**config.mk**
```make
export PLATFORM = sky130hd
export DESIGN_NAME = pc_return_stack
export DESIGN_NICKNAME = d
export VERILOG_FILES = /design/src/rtl/pc_return_stack.sv
export SDC_FILE = /design/constraint.sdc
export NUM_CORES = 1
export LEC_CHECK = 0
export ABC_AREA = 1
export BUFFER_PORTS_ARGS = -buffer_cell sky130_fd_sc_hd__buf_2
export CORE_MARGIN = 2
export CORE_UTILIZATION = 55
export CTS_CLUSTER_DIAMETER = 40
export DETAILED_ROUTE_END_ITERATION = 12
export GPL_TIMING_DRIVEN = 0
export HOLD_SLACK_MARGIN = 0.12
export PLACE_DENSITY = 0.76
export SLEW_MARGIN = 20
export SYNTH_ARGS = -nofsm -noshare
export SYNTH_HDL_FRONTEND = slang
export SYNTH_SLANG_ARGS = --single-unit
```
**constraint.sdc**
```tcl
create_clock -name CLK -period 8.8 [get_ports CLK]
set_input_delay 2.2 -clock CLK [delete_from_list [all_inputs] [get_ports CLK]]
set_output_delay 2.2 -clock CLK [all_outputs]
set_load 0.02 [all_outputs]
```
**src/rtl/pc_return_stack.sv**
```systemverilog
// Return-address stack feeding the PC mux: CALL pushes PC_COUNT+1, RET pops.
// Ports: CLK, RST (sync, low), PUSH/POP/FLUSH, PC_COUNT in; FROM_STACK, EMPTY, FULL, COUNT, OVERFLOW, UNDERFLOW out.
module pc_return_stack #(
  parameter int DEPTH = 8,
  parameter int AW    = 10
) (
  input  logic                     CLK,
  input  logic                     RST,
  input  logic                     PUSH,
  input  logic                     POP,
  input  logic                     FLUSH,
  input  logic [AW-1:0]            PC_COUNT,
  output logic [AW-1:0]            FROM_STACK,
  output logic                     EMPTY,
  output logic                     FULL,
  output logic [$clog2(DEPTH):0]   COUNT,
  output logic                     OVERFLOW,
  output logic                     UNDERFLOW
);

  localparam int PW = $clog2(DEPTH);
  localparam int CW = PW + 1;

  logic [AW-1:0] mem [DEPTH];
  logic [CW-1:0] cnt;
  logic [CW-1:0] top_c;
  logic [PW-1:0] top;
  logic [PW-1:0] wr;
  logic [AW-1:0] ret;

  assign top_c = cnt - CW'(1);
  assign top   = top_c[PW-1:0];
  // Only used when not full, so cnt < DEPTH and the low bits are exact.
  assign wr    = cnt[PW-1:0];
  assign ret   = PC_COUNT + AW'(1);

  assign EMPTY      = (cnt == '0);
  assign FULL       = (cnt == CW'(DEPTH));
  assign COUNT      = cnt;
  assign FROM_STACK = EMPTY ? '0 : mem[top];

  always_ff @(posedge CLK) begin
    if (!RST) begin
      cnt       <= '0;
      OVERFLOW  <= 1'b0;
      UNDERFLOW <= 1'b0;
      for (int i = 0; i < DEPTH; i++) begin
        mem[i] <= '0;
      end
    end else if (FLUSH) begin
      cnt       <= '0;
      OVERFLOW  <= 1'b0;
      UNDERFLOW <= 1'b0;
    end else begin
      unique case (1'b1)
        // Replace the top: a RET immediately followed by a CALL.
        (PUSH && POP): begin
          if (EMPTY) begin
            mem[wr] <= ret;
            cnt     <= cnt + CW'(1);
          end else begin
            mem[top] <= ret;
          end
        end
        (PUSH && !POP): begin
          if (FULL) begin
            OVERFLOW <= 1'b1;
          end else begin
            mem[wr] <= ret;
            cnt     <= cnt + CW'(1);
          end
        end
        (POP && !PUSH): begin
          if (EMPTY) begin
            UNDERFLOW <= 1'b1;
          end else begin
            cnt <= cnt - CW'(1);
          end
        end
        default: ;
      endcase
    end
  end

endmodule

```
==> metrics.txt <==
status=complete, no violations; Worst VDD drop=0.00009112 V; Slew Limit Headroom=0.2507; Crit. End Element=output port; fin nets=539; fillers=698; number of diodes=0; proportion of layout cells with a drive suffix above 1=0.2110; Vias=3788; Tcrit/Tclk final=0.6139; GRT overflow=0; first-pass GRT wire length=18220 um; final setup violation count=0; register bit count reported by yosys=86; clock buffer count from CTS=9; H-tree depth=3; Syn Inst Count=477; IO buf count=32; Clock Path Buffers=2; Leak=1.856 nW; DRT Pass-1 Iters=5; worst flop-to-flop path startpoint=COUNT[0]; RePlAce Congestion=0.8894; Crit. Startpoint=COUNT[0]; Critical Path AT=3.20 ns; worst reg2reg endpoint=mem[6][0]; CP required=6.60 ns; Worst Skew=0.01072 ns; top-area cell type share of the netlist area=0.5168; syn avg cell area=9.745 sq um; largest net degree at the start of global routing=15; Top Ports=33; Post-CTS Hold Buffers=0; DRC Markers=0; initial detailed-routing violation count=425; Worst Tran Pin Value=1.116 ns; reg2reg setup slack=5.61 ns; RSZ-0062 raised after global routing=false; Hold Vio Cnt, Final=0; Max FO, Critical Path=10; post-route antenna net violation count=0; initial antenna violation count=0; Initial Util=0.5657; Routed WL=11810 um; Max-cap violations=0; Reg clk slew, reported paths=0.09 ns; post-synth net total=495; Setup crit end=FROM_STACK[3]; total track usage=0.2733; post-synthesis cell type count=30; Seq/Total Area, Yosys=0.5427; Yosys top cell by area=edfxtp_1; post-detailed-route via-to-cell ratio=6.003; Setup Buffers After CTS=0; TritonCTS clock tree=yes; row count=33; die height=95.93 um; Post-DP HPWL=8267 um; CP Launch Type=flop; dpl cells=615; Core Region=0.008217 sq mm; Syn. warnings=0; Die X=95.93 um; fmax=0.1851 GHz; Post-Syn Area=0.004648 sq mm; total negative slack=0 ns; Area growth syn-to-layout=10.42%; vias in the first global route=3467; main area contributors after synthesis=edfxtp_1, o21ai_0, nor2_1; post-layout min period=5.402 ns; Min-Delay Path Class=reg2reg; Slew Limit Fails=0; critical path class=reg2out; clock latency on the worst-skew pair=0.36 ns; PwrDens=176.7 mW/mm^2; worst reg2reg path depth=9; clock sink total=86; die area=0.009203 sq mm; post-cts gate resize count=0; Final Non-Filler Cells=631; Root Buffer=clkbuf_8; detailed-route wire length per cell=18.71 um
## registers in the layout, indices dropped and copies added, names as in the netlist
| name | cells |
|---|---|
| OVERFLOW | 1 |
| COUNT | 4 |
| UNDERFLOW | 1 |
| mem | 80 |
## how the worst min path moves through the flow
stage,start,endpoint,slack [ns],cells after the start
floorplan,OVERFLOW,OVERFLOW,0.57,2
global placement,UNDERFLOW,UNDERFLOW,0.45,2
detailed placement,OVERFLOW,OVERFLOW,0.49,2
CTS,OVERFLOW,OVERFLOW,0.51,2
global route,OVERFLOW,OVERFLOW,0.54,2
finish,UNDERFLOW,UNDERFLOW,0.50,2
## metal layers
layer | GRT usage | up-vias | wire length, um
li1 | - | 1762 | -
met1 | 0.3868 | 1801 | 4980
met2 | 0.4266 | 202 | 5485
met3 | 0.03994 | 23 | 1040
met4 | 0.1083 | 0 | 302
met5 | 0 | - | 0
## power breakdown
part | leakage (nW) | switching [W] | total [W] | internal [W]
sequential | 0.878 | 0.00000541 | 0.000467 | 0.000462
combinational | 0.892 | 0.000121 | 0.000168 | 0.0000469
clock | 0.0866 | 0.000140 | 0.000272 | 0.000131
total | 1.86 | 0.000267 | 0.000907 | 0.000640
## synth_stat cells (all sizes together)
cell / count
a21oi: 2
ha: 3
nand3b: 1
a31oi: 1
edfxtp: 80
dfxtp: 6
nand3: 10
clkinv: 3
nor2: 87
xnor2: 3
buf: 21
nor3: 80
o22ai: 10
nand4: 9
clkbuf: 15
or2: 1
o21ai: 72
inv: 19
xor2: 3
nand2: 51
## stage by stage
step | cell area, sq um | power, W | setup slack, ns | hold slack (ns) | util
floorplan | 4648 | 0.0005858 | 4.441 | 0.5701 | -
global placement | 4940 | 0.0006359 | 3.966 | 0.4515 | 0.6012
detailed placement | 4947 | 0.0006407 | 3.876 | 0.4881 | 0.6021
CTS | 5132 | 0.0009033 | 3.476 | 0.5073 | 0.6246
global route | 5132 | 0.0009367 | 3.168 | 0.5395 | 0.6246
finish | 5132 | 0.0009068 | 3.398 | 0.4979 | 0.6246
## kinds of logic after synthesis
kind of cell             synth area share
AND/OR/NAND/NOR                    0.2665
flip-flops                         0.5427
AO/OA/AOI/OAI                     0.09448
buffers and inverters             0.07698
XOR/XNOR                          0.01131
adder cells (fa/ha/maj)          0.008076
## cell usage in the layout (no fill, tap or decap), drive strengths merged
master	count
edfxtp	80
buf	54
clkinvlp	2
nor3	80
ha	3
nand2	51
xnor2	3
o21ai	72
o22ai	10
a31oi	1
clkinv	4
inv	19
nor2	87
a21oi	2
xor2	3
nand3b	1
nand4	9
or2	1
nand3	10
bufinv	1
clkbuf	27
dfxtp	6
## layout make-up
type	instances	area, sq um	area share
Tap cell	105	131.4	0.02560
Clock inverter	4	50.05	0.009751
Clock buffer	12	135.1	0.02633
Multi-Input combinational cell	333	1768	0.3445
Sequential cell	86	2522	0.4915
Inverter	22	82.58	0.01609
Buffer	36	275.3	0.05363
Timing Repair Buffer	33	167.7	0.03267
## critical path, stage by stage (launching register included)
cell      delay, ns
dfxtp_1        0.33
buf_2          0.18
inv_2          0.17
clkbuf_1       0.39
ha_1           0.38
inv_1          0.15
clkbuf_1       0.40
o21ai_0        0.17
o22ai_1        0.23
nor2_1         0.08
nor2_1         0.17
buf_2          0.19
Power figures use the tool's default switching activity.
